==> src/rtl/multi_delay_timer_if.sv <==
// Signal bundle for multi_delay_timer: enables, release requests, soft clear and channel status.
// MDLY_CNT_RDBK_EN adds the RD_SEL/RD_CNT counter readback pair.
interface multi_delay_timer_if #(
  parameter int NCH   = 4,
  parameter int CNT_W = 16
);
   logic [NCH-1:0] EN_IN;
   logic [NCH-1:0] DISABLE_IN;
   logic           CLR;
   logic [NCH-1:0] OUT;
   logic [NCH-1:0] BUSY;
`ifdef MDLY_CNT_RDBK_EN
   localparam int SEL_W = (NCH > 1) ? $clog2(NCH) : 1;
   logic [SEL_W-1:0] RD_SEL;
   logic [CNT_W-1:0] RD_CNT;

   modport master (output EN_IN, DISABLE_IN, CLR, RD_SEL, input OUT, BUSY, RD_CNT);
   modport slave  (input EN_IN, DISABLE_IN, CLR, RD_SEL, output OUT, BUSY, RD_CNT);
`else
   modport master (output EN_IN, DISABLE_IN, CLR, input OUT, BUSY);
   modport slave  (input EN_IN, DISABLE_IN, CLR, output OUT, BUSY);
`endif
endinterface

==> src/rtl/multi_delay_timer.sv <==
// NCH-channel on/off delay timer with synchronised enable/release inputs and soft clear.
// Optional counter readback (RD_SEL/RD_CNT) when MDLY_CNT_RDBK_EN is defined.
module mdt_chan #(
  parameter int          CNT_W   = 16,
  parameter int unsigned ON_DLY  = 16'h1000,
  parameter int unsigned OFF_DLY = 16'h1000
) (
  input  logic SYSCLK,
  input  logic RESET_N,
  input  logic clr,
  input  logic en_rise,
  input  logic en_fall,
  input  logic dis_fall,
  output logic out,
  output logic busy
`ifdef MDLY_CNT_RDBK_EN
  ,output logic [CNT_W-1:0] cnt_o
`endif
);
   localparam logic [1:0] S_IDLE = 2'd0;
   localparam logic [1:0] S_ARM  = 2'd1;
   localparam logic [1:0] S_ACT  = 2'd2;
   localparam logic [1:0] S_REL  = 2'd3;
   localparam logic [CNT_W-1:0] ON_C  = CNT_W'(ON_DLY);
   localparam logic [CNT_W-1:0] OFF_C = CNT_W'(OFF_DLY);

   logic [1:0]       state, state_nx;
   logic [CNT_W-1:0] cnt, cnt_nx;

   // EN fall and CLR override everything; rise/fall on DISABLE only matter where they apply.
   always_comb begin
      state_nx = state;
      cnt_nx   = cnt;
      if (clr || en_fall) begin
         state_nx = S_IDLE;
         cnt_nx   = '0;
      end else begin
         case (state)
            S_IDLE: if (en_rise) begin
               state_nx = S_ARM;
               cnt_nx   = ON_C;
            end
            S_ARM: if (dis_fall) begin
               state_nx = S_IDLE;
               cnt_nx   = '0;
            end else if (cnt != '0) cnt_nx = cnt - CNT_W'(1);
            else state_nx = S_ACT;
            S_ACT: if (dis_fall) begin
               state_nx = S_REL;
               cnt_nx   = OFF_C;
            end
            S_REL: if (cnt != '0) cnt_nx = cnt - CNT_W'(1);
            else state_nx = S_IDLE;
         endcase
      end
   end

   always_ff @(posedge SYSCLK or negedge RESET_N) begin
      if (!RESET_N) begin
         state <= S_IDLE;
         cnt   <= '0;
         out   <= 1'b0;
         busy  <= 1'b0;
      end else begin
         state <= state_nx;
         cnt   <= cnt_nx;
         out   <= (state_nx == S_ACT) || (state_nx == S_REL);
         busy  <= (state_nx == S_ARM) || (state_nx == S_REL);
      end
   end

`ifdef MDLY_CNT_RDBK_EN
   assign cnt_o = cnt;
`endif
endmodule

module multi_delay_timer #(
  parameter int          NCH     = 4,
  parameter int          CNT_W   = 16,
  parameter int unsigned ON_DLY  = 16'h1000,
  parameter int unsigned OFF_DLY = 16'h1000
) (
  input logic               SYSCLK,
  input logic               RESET_N,
  multi_delay_timer_if.slave bus
);
   if (NCH < 1 || NCH > 16) begin : g_bad_nch
      $error("multi_delay_timer: NCH must be 1..16");
   end
   if (64'(ON_DLY) >= (64'd1 << CNT_W)) begin : g_bad_on
      $error("multi_delay_timer: ON_DLY does not fit CNT_W");
   end
   if (64'(OFF_DLY) >= (64'd1 << CNT_W)) begin : g_bad_off
      $error("multi_delay_timer: OFF_DLY does not fit CNT_W");
   end

   logic [NCH-1:0] en_d1, en_d2, ds_d1, ds_d2;
   logic [NCH-1:0] en_rise, en_fall, dis_fall;
   logic [NCH-1:0] out_v, busy_v;

   // Synchronisers are not touched by CLR so edges arriving around a clear are kept.
   always_ff @(posedge SYSCLK or negedge RESET_N) begin
      if (!RESET_N) begin
         en_d1 <= '0;
         en_d2 <= '0;
         ds_d1 <= '0;
         ds_d2 <= '0;
      end else begin
         en_d1 <= bus.EN_IN;
         en_d2 <= en_d1;
         ds_d1 <= bus.DISABLE_IN;
         ds_d2 <= ds_d1;
      end
   end

   assign en_rise  =  en_d1 & ~en_d2;
   assign en_fall  = ~en_d1 &  en_d2;
   assign dis_fall = ~ds_d1 &  ds_d2;

`ifdef MDLY_CNT_RDBK_EN
   localparam int SEL_W = (NCH > 1) ? $clog2(NCH) : 1;
   logic [NCH-1:0][CNT_W-1:0] cnt_all;
   logic [CNT_W-1:0]          rd_q;
`endif

   for (genvar i = 0; i < NCH; i++) begin : g_ch
      mdt_chan #(
        .CNT_W   (CNT_W),
        .ON_DLY  (ON_DLY),
        .OFF_DLY (OFF_DLY)
      ) u_ch (
        .SYSCLK   (SYSCLK),
        .RESET_N  (RESET_N),
        .clr      (bus.CLR),
        .en_rise  (en_rise[i]),
        .en_fall  (en_fall[i]),
        .dis_fall (dis_fall[i]),
        .out      (out_v[i]),
        .busy     (busy_v[i])
`ifdef MDLY_CNT_RDBK_EN
       ,.cnt_o    (cnt_all[i])
`endif
      );
   end

   assign bus.OUT  = out_v;
   assign bus.BUSY = busy_v;

`ifdef MDLY_CNT_RDBK_EN
   always_ff @(posedge SYSCLK or negedge RESET_N) begin
      if (!RESET_N)                         rd_q <= '0;
      else if (int'(bus.RD_SEL) < NCH)      rd_q <= cnt_all[bus.RD_SEL];
      else                                  rd_q <= '0;
   end
   assign bus.RD_CNT = rd_q;
`endif
endmodule

==> src/flat_wrapper.sv <==
// flat-port wrapper written by rule: the top's interface ports become plain ports
module multi_delay_timer_flat 
#(
  parameter int          NCH     = 4,
  parameter int          CNT_W   = 16,
  parameter int unsigned ON_DLY  = 16'h1000,
  parameter int unsigned OFF_DLY = 16'h1000
)
  (SYSCLK, RESET_N, bus_EN_IN, bus_DISABLE_IN, bus_CLR, bus_OUT, bus_BUSY);
  multi_delay_timer_if #(.NCH(NCH), .CNT_W(CNT_W)) bus_i ();
  input logic SYSCLK;
  input logic RESET_N;
  input wire logic [$bits(bus_i.EN_IN)-1:0] bus_EN_IN;
  input wire logic [$bits(bus_i.DISABLE_IN)-1:0] bus_DISABLE_IN;
  input wire logic [$bits(bus_i.CLR)-1:0] bus_CLR;
  output wire logic [$bits(bus_i.OUT)-1:0] bus_OUT;
  output wire logic [$bits(bus_i.BUSY)-1:0] bus_BUSY;
  assign bus_i.EN_IN = bus_EN_IN;
  assign bus_i.DISABLE_IN = bus_DISABLE_IN;
  assign bus_i.CLR = bus_CLR;
  assign bus_OUT = bus_i.OUT;
  assign bus_BUSY = bus_i.BUSY;
  multi_delay_timer #(.NCH(NCH), .CNT_W(CNT_W), .ON_DLY(ON_DLY), .OFF_DLY(OFF_DLY)) u_core (.SYSCLK(SYSCLK), .RESET_N(RESET_N), .bus(bus_i));
endmodule
==> config.mk <==
export PLATFORM = sky130hd
export DESIGN_NAME = multi_delay_timer_flat
export DESIGN_NICKNAME = d
export VERILOG_FILES = /design/src/rtl/multi_delay_timer_if.sv /design/src/rtl/multi_delay_timer.sv /design/src/flat_wrapper.sv
export SDC_FILE = /design/constraint.sdc
export NUM_CORES = 1
export LEC_CHECK = 0
export ABC_AREA = 1
export BUFFER_PORTS_ARGS = -buffer_cell sky130_fd_sc_hd__buf_2
export CELL_PAD_IN_SITES_DETAIL_PLACEMENT = 1
export CELL_PAD_IN_SITES_GLOBAL_PLACEMENT = 1
export CORE_MARGIN = 5
export CORE_UTILIZATION = 46
export CTS_CLUSTER_DIAMETER = 150
export CTS_CLUSTER_SIZE = 8
export DETAILED_ROUTE_END_ITERATION = 7
export PLACE_DENSITY_LB_ADDON = 0.1
export SLEW_MARGIN = 20
export SYNTH_ARGS = -nofsm -noshare
export SYNTH_HDL_FRONTEND = slang
export SYNTH_SLANG_ARGS = --single-unit
==> constraint.sdc <==
create_clock -name SYSCLK -period 2 [get_ports SYSCLK]
set_input_delay 0.3 -clock SYSCLK [delete_from_list [all_inputs] [get_ports SYSCLK]]
set_output_delay 0.3 -clock SYSCLK [all_outputs]
set_load 0.05 [all_outputs]
# Word-level counts from Yosys, hierarchy flattened
# Cells that the tools add are included.
[totals] regBits=96 input_bits=11 output_inout_bits=8
[op_classes] n_addsub=4 n_eq_ne=32 n_mux=52 bitwise_logic=6 reduce_logical=24
[ops] cell="16-bit 2-to-1 mux" n=20
[ops] cell="16-bit case mux with 4 select lines" n=4
[ops] cell="16-bit nonzero test" n=4
[ops] cell="16-bit by 1-bit subtractor with 16-bit output (second input constant)" n=4
[ops] cell="2-bit 2-to-1 mux" n=24
[ops] cell="2-bit equality test (second input constant)" n=16
[ops] cell="2-bit case mux with 4 select lines" n=4
[ops] cell="3-bit by 2-bit != test with 1-bit output (second input constant)" n=8
[ops] cell="2-bit by 1-bit equality test with 1-bit output (second input constant)" n=8
[ops] cell="4-bit bitwise AND" n=3
[ops] cell="1-bit logical OR" n=12
[ops] cell="4-bit NOT" n=3
[ops] cell="2-bit zero test" n=4
[ops] cell="2-bit AND reduction" n=4

# Longest topological paths before layout
# Gate-level depths: netlist of run 1.
[logic_depth] word_depth=7 ltp_mapped=11 ltp_nobuf=10

# Hierarchy
# Synthesis of run 1 repeated with hierarchy kept, for this count alone.
[unflattened] cells_unflattened=747 area_unflattened_um2=5430.2
[by_module_without_submodules] module="mdt_chan (u_core.g_ch[2].u_ch)" n_inst=1 cells_per_inst=174 area_per_inst_um2=1285.0 seq_area_each_um2=475.5
[by_module_without_submodules] module="mdt_chan (u_core.g_ch[3].u_ch)" n_inst=1 cells_per_inst=183 area_per_inst_um2=1231.2 seq_area_each_um2=475.5
[by_module_without_submodules] module="mdt_chan (u_core.g_ch[0].u_ch)" n_inst=1 cells_per_inst=176 area_per_inst_um2=1226.2 seq_area_each_um2=475.5
[by_module_without_submodules] module="mdt_chan (u_core.g_ch[1].u_ch)" n_inst=1 cells_per_inst=174 area_per_inst_um2=1197.4 seq_area_each_um2=475.5
[by_module_without_submodules] module="multi_delay_timer" n_inst=1 cells_per_inst=40 area_per_inst_um2=490.5 seq_area_each_um2=400.4

# Worst setup path after synthesis of run 1
# OpenSTA, ideal clock, no wires.
[synth_path] path_type="register to register" start="register u_core.g_ch[1].u_ch.cnt[0]" end="register u_core.g_ch[1].u_ch.cnt[11]" setup_time_ns=0.117 arrival_ns=1.399 t_required_ns=1.883 setup_slack_ns=0.483 stages_incl_launch_ff=11 n_path_buf=1 synth_period_minus_slack_ns=1.517 cell_sequence="dfrtp_1 -> inv_1 -> ha_1 -> nand3_2 -> nor2_2 -> nand2_2 -> buf_6 -> nand4_1 -> nand2_1 -> nand2_1 -> nor2_1"
[synth_between] elab_chain_len=5 elab_cells_between_ends=6
[synth_lines] element="start, declared" line="multi_delay_timer.sv:28" rtl="logic [CNT_W-1:0] cnt, cnt_nx;"
[synth_lines] element="start signal, assigned" line="multi_delay_timer.sv:66" rtl="cnt <= cnt_nx;"
[synth_lines] element="16-bit by 1-bit subtractor with 16-bit output or 16-bit nonzero test (tied branches)" line="multi_delay_timer.sv:46, multi_delay_timer.sv:52"
[synth_lines] element="16-bit 2-to-1 mux *" line="multi_delay_timer.sv:46, multi_delay_timer.sv:52"
[synth_lines] element="16-bit 2-to-1 mux" line="multi_delay_timer.sv:43" rtl="S_ARM: if (dis_fall) begin"
[synth_lines] element="16-bit case mux with 4 select lines *" line="multi_delay_timer.sv:38" rtl="case (state)"
[synth_lines] element="16-bit 2-to-1 mux *" line="multi_delay_timer.sv:34" rtl="if (clr || en_fall) begin"
# Mark *: on every way between the ends. The rest lies on a longest branch, timed or not.
# A chain may end at the register's enable or synchronous reset.

# Worst setup path in the final report of run 1
[layout_path] start="register u_core.g_ch[3].u_ch.cnt[0]" end="register u_core.g_ch[3].u_ch.cnt[1]"
[layout_between] elab_chain_len=5 elab_cells_between_ends=6
[layout_lines] element="start, declared" line="multi_delay_timer.sv:28"
[layout_lines] element="start signal, assigned" line="multi_delay_timer.sv:66"
[layout_lines] element="16-bit by 1-bit subtractor with 16-bit output or 16-bit nonzero test (tied branches)" line="multi_delay_timer.sv:46, multi_delay_timer.sv:52"
[layout_lines] element="16-bit 2-to-1 mux *" line="multi_delay_timer.sv:46, multi_delay_timer.sv:52"
[layout_lines] element="16-bit 2-to-1 mux" line="multi_delay_timer.sv:43"
[layout_lines] element="16-bit case mux with 4 select lines *" line="multi_delay_timer.sv:38"
[layout_lines] element="16-bit 2-to-1 mux *" line="multi_delay_timer.sv:34"
# Marked as above.

==> flow_summary.toml, run 1 <==
[worst_setup_path]
criticalPathCategory = "flip-flop to flip-flop"
critPathArrivalTime_ns = 2.04
worstRegToRegCells = 9
path_max_fanout = 13
startpoint = "u_core.g_ch[3].u_ch.cnt[0]$_DFFE_PN0P_"
r2r-end = "u_core.g_ch[3].u_ch.cnt[1]$_DFFE_PN0P_"
r2r_slack_ns = 0.20
startpoint_type = "flip-flop"
cp.required_ns = 2.24
r2r-start = "u_core.g_ch[3].u_ch.cnt[0]$_DFFE_PN0P_"
endpoint_kind = "flip-flop"

[synthesis]
synth_fp_nets = 715
yosys_register_bits = 92
yosys.area_share.simple_pct = 33.0
yosys-top-cells-count = "nand2_1 (157), dfrtp_1 (92), nor2_1 (84)"
synth-seq-area-share_pct = 43.4
yosysTopAreaCell = "dfrtp_1"
synth_compound_area_share_pct = 12.1
synth_cell_type_count = 37
synthArstFlopShare_pct = 100
synth_edf_count = 0
synth_top_area_share_pct = 43.4
avgSynthCellArea_sq_um = 7.58
synth_top_family_by_area = "simple AND/OR/NAND/NOR gates"
yosysMostFrequentCell = "nand2_1"
synth-main-ff-cell = "dfrtp_1"
synth_xor_area_share_pct = 1.32
synthMuxAreaShare_pct = 0
syn_inst = 700
yosys_warnings = 0
synth_fa_ha_area_share_pct = 0.944
netlist_area_sq_mm = 0.00530
synthTopCellsByArea = "dfrtp_1 (43%), nand2_1 (11%), nor2_1 (5.9%)"

[layout]
drive_above_1_share_pct = 12.7
fin_area_sq_mm = 0.00580
fin_cells = 865
area_growth_pct = 9.34
antennaDiodeCount = 0
nNetsFinal = 734

[placement]
io_buffers = 18
post_dp_cell_area_sq_mm = 0.00549
place_congestion = 0.821
dp_hpwl_um = 9800
dpl.cell_count = 850

[power_and_ir_drop]
seqPwrFrac_pct = 24.7
swShare_pct = 49.6
intPower_mw = 5.12
combPwrFrac_pct = 58.2
irDropWorstVdd_mv = 0.802
pwr-share-clk_pct = 17.1
switchingPower_mw = 5.03
power.leakage_nw = 3.00
p_per_area_mw_per_mm2 = 1750

[hold_path]
hold_depth = 1
min_to = "u_core.ds_d1[1]$_DFF_PN0_"
min_from = "bus_DISABLE_IN[1]"
hold_class = "primary input to flip-flop"

[clock_network]
clk_pin_slew_worst_paths_ns = 0.06
h-tree-depth = 3
cts_buffer_depth = 2
cts_tree = "built"
root_buffer = "clkbuf_16"
clock_sinks = 92
cts_buffers = 9
clk_latency_ns = 0.35
post-cts-setup-buffers = 0

[routing]
wl_per_cell_um = 15.4
drc_errors = 0
routed-via-count = 4627
dr.pass1.iters = 4
wirelength_um = 13300
ant_nets = 0
drt-vias-per-instance = 5.35
drtIter0Drc = 183

[global_routing]
antenna_found_initial = 0
grt_pass1_vias = 5033
grt_usage_pct = 20.2
grt_max_degree = 68
overflow = 0
grt_first_pass_wirelength_um = 23400

[run_status]
status = "finished, final reports clean"

[timing]
max_freq_mhz = 557
rsz0062_at_grt = "no"
fin_crit_ns = 1.80
skew_ns = 0.00723
maxSlewHeadroom_pct = 71.5
tightest_slew_ns = 0.426
setup-tns-final_ns = 0
hold_viol = 0
period_share_pct = 89.8
finalSetupViolations = 0
drv_slew = 0

[die]
chipWidth_um = 117
dieArea_sq_mm = 0.0138
core-area_sq_mm = 0.0114
io_pins = 19
die_height_um = 117
start_util_pct = 46.6
num_rows = 39

[run]
maxCapViolCount = 0
==> flip-flops by register name, summed over array words and instances (netlist names) <==
| signal | cells |
|---|---|
| u_core.g_ch.u_ch.cnt | 64 |
| u_core.en_d1 | 4 |
| u_core.ds_d1 | 4 |
| u_core.en_d2 | 4 |
| u_core.ds_d2 | 4 |
| u_core.g_ch.u_ch.busy | 2 |
| u_core.g_ch.u_ch.state | 6 |
| u_core.g_ch.u_ch.out | 4 |
==> power groups by stage <==
stage	combinational (mW)	clock, mW	sequential (mW)
final	5.91	1.74	2.50
after detailed placement	5.86	0	2.54
after global routing	6.76	1.86	2.56
after floorplan	4.94	0	2.44
after CTS	5.91	1.78	2.50
after global placement	5.54	0	2.51
==> metal layers <==
metal	GRT usage [%]	vias to the layer above	wire (um)
met3	2.74	18	279
met1	24.9	2268	5990
met2	35.6	40	6780
li1	-	2301	-
met4	7.47	0	238
met5	0	-	0
==> logic make-up (layout without fill, tap and decap cells) <==
kind of cell | Yosys count | count (layout)
buffers and inverters | 114 | 136
adders and majority gates | 4 | 4
AOI/OAI and AO/OA | 112 | 112
and+or+nand+nor | 370 | 370
DFF | 92 | 92
xor gates and xnor gates | 8 | 8
==> final cells by class <==
cell class                      instances  area [sq um]
Multi-Input combinational cell        494          2510
Tap cell                              143           179
Inverter                              100           375
Fill cell                            1446          5570
Clock inverter                          2          35.0
Clock buffer                           12           256
Timing Repair Buffer                   22           138
Sequential cell                        92          2300
==> cell usage in the layout, fill, tap and decap left out, types with 7 or more instances in the layout <==
cell	n
nand2_2	11
nand3_1	49
nand3_2	7
clkbuf_16	9
a21oi_1	34
o21ai_1	22
nand2_1	157
dfrtp_1	92
inv_1	82
nor2_2	9
nand3b_1	8
buf_2	17
o21bai_1	9
nand4_1	25
nor2_1	84
inv_2	17
o21ai_0	32
xor2_1	7
==> stage by stage <==
step | worst slack [ns] | utilization [%] | total power, mW | hold slack (ns)
after floorplan | 0.483 | - | 7.38 | 0.00441
after global placement | 0.269 | 48.3 | 8.05 | 0.237
after detailed placement | 0.148 | 48.3 | 8.40 | 0.238
after CTS | 0.137 | 51.0 | 10.2 | 0.0472
after global routing | 0.0361 | 51.0 | 11.2 | 0.0458
final | 0.203 | 51.0 | 10.1 | 0.0528
==> worst max path at each step <==
stage                                                   end  slack [ns]  cells past startpoint
finish               u_core.g_ch[3].u_ch.cnt[1]$_DFFE_PN0P_        0.20                      9
global route         u_core.g_ch[3].u_ch.cnt[1]$_DFFE_PN0P_        0.04                      9
CTS                  u_core.g_ch[3].u_ch.cnt[1]$_DFFE_PN0P_        0.14                      9
detailed placement   u_core.g_ch[3].u_ch.cnt[1]$_DFFE_PN0P_        0.15                      9
global placement     u_core.g_ch[1].u_ch.cnt[3]$_DFFE_PN0P_        0.27                      8
floorplan           u_core.g_ch[1].u_ch.cnt[11]$_DFFE_PN0P_        0.48                     10
==> repair_timing <==
action / 4_1_cts / 5_1_grt
endpoints found under the setup margin: 0 / 3
endpoints found under the hold margin: 25 / 0
hold buffers: 1 / 0
resized for setup: 0 / 2
==> worst max-delay path, cell delays in order (launching register included) <==
cell	delay, ns
dfrtp_1	0.41
inv_1	0.12
ha_1	0.21
nand3_1	0.16
inv_2	0.16
nand3_4	0.18
nand2_2	0.21
inv_2	0.07
o21ai_1	0.13
nor2_1	0.05
No activity file was read; power rests on OpenSTA's default activity.
==> run 2, diff against run 1 <==
--- a/config.mk
+++ b/config.mk
@@ -8,9 +8,9 @@
 export ABC_AREA = 1
 export BUFFER_PORTS_ARGS = -buffer_cell sky130_fd_sc_hd__buf_2
 export CELL_PAD_IN_SITES_DETAIL_PLACEMENT = 1
-export CELL_PAD_IN_SITES_GLOBAL_PLACEMENT = 1
+export CELL_PAD_IN_SITES_GLOBAL_PLACEMENT = 2
 export CORE_MARGIN = 5
-export CORE_UTILIZATION = 46
+export CORE_UTILIZATION = 37
 export CTS_CLUSTER_DIAMETER = 150
 export CTS_CLUSTER_SIZE = 8
 export DETAILED_ROUTE_END_ITERATION = 7
==> flow_summary.toml, run 2 (synthesis results as in run 1) <==
[timing]
maxSlewHeadroom_pct = 73.4
hold_viol = 0
tightest_slew_ns = 0.397
finalSetupViolations = 0
max_freq_mhz = 553
period_share_pct = 90.4
worst_slack_ns = 0.192
setup-tns-final_ns = 0
skew_ns = 0.00890
fin_crit_ns = 1.81
drv_slew = 0
rsz0062_at_grt = "no"

[layout]
fin_area_sq_mm = 0.00589
drive_above_1_share_pct = 13.1
area_growth_pct = 11.0
final_cell_mix = "nand2_1 (157), dfrtp_1 (92), nor2_1 (84)"
largestRegisters = "u_core.g_ch.u_ch.cnt (64), u_core.g_ch.u_ch.state (6)"
largest-register = "u_core.g_ch.u_ch.cnt"
antennaDiodeCount = 0
nNetsFinal = 736
largest_reg_flops = 64
final_common_cell = "nand2_1"

[die]
chipWidth_um = 130
core-area_sq_mm = 0.0140
die_height_um = 130
start_util_pct = 37.9
io_pins = 19
dieArea_sq_mm = 0.0168
num_rows = 43

[clock_network]
cts_buffers = 9
root_buffer = "clkbuf_16"
cts_tree = "built"
post-cts-setup-buffers = 0
cts_buffer_depth = 2
h-tree-depth = 3
clk_pin_slew_worst_paths_ns = 0.07
clk_latency_ns = 0.35
clock_sinks = 92
ctsResizeCount = 0
hold_buffers = 1

[placement]
dp_hpwl_um = 9720
io_buffers = 18
place_congestion = 0.803
place_ws_ns = 0.196
post_dp_cell_area_sq_mm = 0.00555

[power_and_ir_drop]
power.leakage_nw = 3.03
combPwrFrac_pct = 57.0
intPower_mw = 5.26
swShare_pct = 48.4
p_per_area_mw_per_mm2 = 1730
pwr-share-clk_pct = 18.5
switchingPower_mw = 4.93
irDropWorstVdd_mv = 0.724
seqPwrFrac_pct = 24.5

[run]
maxCapViolCount = 0

[global_routing]
grt_usage_pct = 16.3
grt_first_pass_wirelength_um = 22000
grt_max_degree = 47
overflow = 0
grt_pass1_vias = 4727
antenna_found_initial = 0

[worst_setup_path]
crit_chain = "inv_1 -> ha_1 -> nand3_1 -> inv_1 -> nand3_4 -> nand2_2 -> inv_2 -> o21ai_1 -> nor2_1"
crit_slowest_cell = "dfrtp_1"
cp.required_ns = 2.23
endpoint_kind = "flip-flop"
startpoint_type = "flip-flop"
critPathMostFrequentCell = "inv_1"
critPathArrivalTime_ns = 2.04
path_max_fanout = 13
critical_path.max_stage_delay_ns = 0.40
criticalPathCategory = "flip-flop to flip-flop"

[routing]
drt-vias-per-instance = 5.05
drc_errors = 0
ant_nets = 0
routed-via-count = 4573
wl_per_cell_um = 14.0
drtIter0Drc = 155
wirelength_um = 12700
dr.pass1.iters = 4

[hold_path]
hold_class = "primary input to flip-flop"

[run_status]
status = "finished, final reports clean"
[run 2: worst max-delay path, delay by kind of cell, from the launching register on]
kind	cells	cell delay, ns
buffers and inverters	3	0.38
flip-flops	1	0.40
AND/OR/NAND/NOR	4	0.60
AO/OA/AOI/OAI	1	0.13
adder cells (fa/ha/maj)	1	0.19
[run 2: through the flow]
stage / util [%] / hold WS (ns) / std cells / total power, mW
6_report: 42.1 / 0.0592 / 905 / 10.2
2_1_floorplan: - / 0.00441 / 700 / 7.38
3_3_place_gp: 39.7 / 0.256 / 889 / 8.24
5_1_grt: 42.1 / 0.0388 / 905 / 11.3
4_1_cts: 42.1 / 0.0397 / 905 / 10.4
3_5_place_dp: 39.7 / 0.254 / 889 / 8.39
[run 2: metal layers]
layer  vias to the layer above  wire length [um]  GRT usage (%)
li1                       2298                 -              -
met1                      2223              6000           21.5
met2                        40              6190           27.4
met3                        12               300           2.29
met4                         0               205           5.50
met5                         -                 0              0
[run 2: layout make-up]
type / count / area, sq um
sequential: 92 / 2300
clock buffer: 11 / 253
fill: 1771 / 8100
inverter: 100 / 375
clock inverter: 4 / 72.6
tap: 180 / 225
multi-input combinational: 494 / 2510
timing repair buffer: 24 / 153
[run 2: power by group through the flow]
stage | Sequential, mW | Clock [mW] | Combinational [mW]
after floorplan | 2.44 | 0 | 4.94
after global placement | 2.52 | 0 | 5.72
after detailed placement | 2.53 | 0 | 5.86
after CTS | 2.50 | 1.96 | 5.90
after global routing | 2.55 | 2.04 | 6.72
final | 2.50 | 1.88 | 5.81
[run 2: final timing paths]
kind / start / endpoint / slack (ns) / depth (start not counted)
worst max-delay path: u_core.g_ch[3].u_ch.cnt[0]$_DFFE_PN0P_ / u_core.g_ch[3].u_ch.cnt[1]$_DFFE_PN0P_ / 0.19 / 9
worst min register to register: u_core.en_d1[3]$_DFF_PN0_ / u_core.en_d2[3]$_DFF_PN0_ / 0.38 / 0
worst max register to register: u_core.g_ch[3].u_ch.cnt[0]$_DFFE_PN0P_ / u_core.g_ch[3].u_ch.cnt[1]$_DFFE_PN0P_ / 0.19 / 9
min in group asynchronous: RESET_N / u_core.g_ch[1].u_ch.cnt[9]$_DFFE_PN0P_ / 0.42 / 2
worst min-delay path: bus_EN_IN[0] / u_core.en_d1[0]$_DFF_PN0_ / 0.06 / 1
max in group asynchronous: RESET_N / u_core.g_ch[2].u_ch.cnt[9]$_DFFE_PN0P_ / 0.97 / 3
==> run 3, diff against run 2 <==
--- a/config.mk
+++ b/config.mk
@@ -14,6 +14,7 @@
 export CTS_CLUSTER_DIAMETER = 150
 export CTS_CLUSTER_SIZE = 8
 export DETAILED_ROUTE_END_ITERATION = 7
+export HOLD_SLACK_MARGIN = 0.12
 export PLACE_DENSITY_LB_ADDON = 0.1
 export SLEW_MARGIN = 20
 export SYNTH_ARGS = -nofsm -noshare
==> flow_summary.toml, run 3 (synthesis results as in run 1) <==
[timing]
worst_slack_ns = 0.191
rsz0062_at_grt = "no"
maxSlewHeadroom_pct = 73.4
finalSetupViolations = 0
max_freq_mhz = 553
hold_viol = 0
fin_crit_ns = 1.81
drv_slew = 0
skew_ns = 0.00888
setup-tns-final_ns = 0
tightest_slew_ns = 0.398
period_share_pct = 90.4

[global_routing]
grt_pass1_vias = 4776
grt_max_degree = 47
overflow = 0
grt_first_pass_wirelength_um = 22300
antenna_found_initial = 0
grt_usage_pct = 16.4

[worst_setup_path]
cp.required_ns = 2.23
path_max_fanout = 13
critPathArrivalTime_ns = 2.04
r2r-start = "u_core.g_ch[3].u_ch.cnt[0]$_DFFE_PN0P_"
startpoint_type = "flip-flop"
worstRegToRegCells = 9
r2r-end = "u_core.g_ch[3].u_ch.cnt[1]$_DFFE_PN0P_"
r2r_slack_ns = 0.19
criticalPathCategory = "flip-flop to flip-flop"
endpoint_kind = "flip-flop"

[clock_network]
cts_buffer_depth = 2
h-tree-depth = 3
clk_latency_ns = 0.35
cts_buffers = 9
post-cts-setup-buffers = 0
clk_pin_slew_worst_paths_ns = 0.07
cts_tree = "built"
clock_sinks = 92
root_buffer = "clkbuf_16"

[die]
core-area_sq_mm = 0.0140
dieArea_sq_mm = 0.0168
io_pins = 19
die_height_um = 130
chipWidth_um = 130
start_util_pct = 37.9
num_rows = 43

[placement]
io_buffers = 18
place_congestion = 0.803
dp_hpwl_um = 9720
place_ws_ns = 0.196

[routing]
dr.pass1.iters = 4
drc_errors = 0
drt-vias-per-instance = 5.04
wirelength_um = 12800
drtIter0Drc = 156
ant_nets = 0
routed-via-count = 4606
wl_per_cell_um = 14.0

[layout]
drive_above_1_share_pct = 13.0
largestRegisters = "u_core.g_ch.u_ch.cnt (64), u_core.g_ch.u_ch.state (6)"
final_cell_mix = "nand2_1 (157), dfrtp_1 (92), nor2_1 (84)"
area_growth_pct = 12.6
largest_reg_flops = 64
largest-register = "u_core.g_ch.u_ch.cnt"
fillers = 1768
antennaDiodeCount = 0
nNetsFinal = 744
final_common_cell = "nand2_1"

[hold_path]
hold_class = "flip-flop to flip-flop"
min_to = "u_core.en_d2[3]$_DFF_PN0_"
min_from = "u_core.en_d1[3]$_DFF_PN0_"
hold_depth = 0

[run_status]
status = "finished, final reports clean"

[power_and_ir_drop]
p_per_area_mw_per_mm2 = 1710
power.leakage_nw = 3.06
irDropWorstVdd_mv = 0.724

[run]
maxCapViolCount = 0
[run 3: cell count changes in the layout (fill, tap and decap cells not counted)]
cell	change
dlygate4sd3_1	+8
[run 3: critical path: stages, from the launching register on]
cell and delay (ns):
dfrtp_1 0.40, inv_1 0.11, ha_1 0.19, nand3_1 0.14, inv_1 0.21, nand3_4 0.20, nand2_2 0.20, inv_2 0.06
o21ai_1 0.13, nor2_1 0.06
[run 3: report_power, final]
part / leakage (nW) / internal [mW] / switching, mW
registers: 1.23 / 2.20 / 0.297
logic: 1.67 / 1.91 / 3.91
clock network: 0.158 / 1.15 / 0.730
total: 3.06 / 5.27 / 4.93
[run 3: area by class of cell]
cell class	instances	area, sq um	area share [%]
multi-input cells	494	2510	42.0
flip-flops and latches	92	2300	38.6
inverters	100	375	6.29
clock buffers	11	253	4.23
repair buffers	32	233	3.90
well taps	180	225	3.77
clock inverters	4	72.6	1.22
[run 3: timing repair]
item / 4_1_cts / 5_1_grt
gates resized for setup: 0 / 0
endpoints found under the hold margin: 34 / 0
hold buffers: 9 / 0
setup endpoints to repair: 0 / 0
[run 3: worst max-delay path by stage]
stage,from,endpoint,slack (ns),cells after the start
5_1_grt,u_core.g_ch[3].u_ch.cnt[0]$_DFFE_PN0P_,u_core.g_ch[3].u_ch.cnt[1]$_DFFE_PN0P_,0.02,9
3_5_place_dp,u_core.g_ch[3].u_ch.cnt[0]$_DFFE_PN0P_,u_core.g_ch[3].u_ch.cnt[1]$_DFFE_PN0P_,0.20,9
4_1_cts,u_core.g_ch[3].u_ch.cnt[0]$_DFFE_PN0P_,u_core.g_ch[3].u_ch.cnt[1]$_DFFE_PN0P_,0.18,9
3_3_place_gp,u_core.g_ch[3].u_ch.cnt[0]$_DFFE_PN0P_,u_core.g_ch[3].u_ch.cnt[1]$_DFFE_PN0P_,0.30,9
2_1_floorplan,u_core.g_ch[1].u_ch.cnt[0]$_DFFE_PN0P_,u_core.g_ch[1].u_ch.cnt[11]$_DFFE_PN0P_,0.48,10
6_report,u_core.g_ch[3].u_ch.cnt[0]$_DFFE_PN0P_,u_core.g_ch[3].u_ch.cnt[1]$_DFFE_PN0P_,0.19,9
[run 3: per-stage QoR]
step	instance area [sq um]	hold WS (ns)	util, %	cells	total power [mW]
finish	5970	0.379	42.7	913	10.2
global placement	5550	0.256	39.7	889	8.24
floorplan	5300	0.00441	-	700	7.38
global route	5970	0.393	42.7	913	11.3
detailed placement	5550	0.254	39.7	889	8.39
CTS	5970	0.376	42.7	913	10.4
[run 3: per-layer routing]
metal  global-route usage [%]  wire length [um]
met5                        0                 0
met3                     2.29               317
met4                     5.50               205
met1                     21.7              6010
met2                     27.8              6270
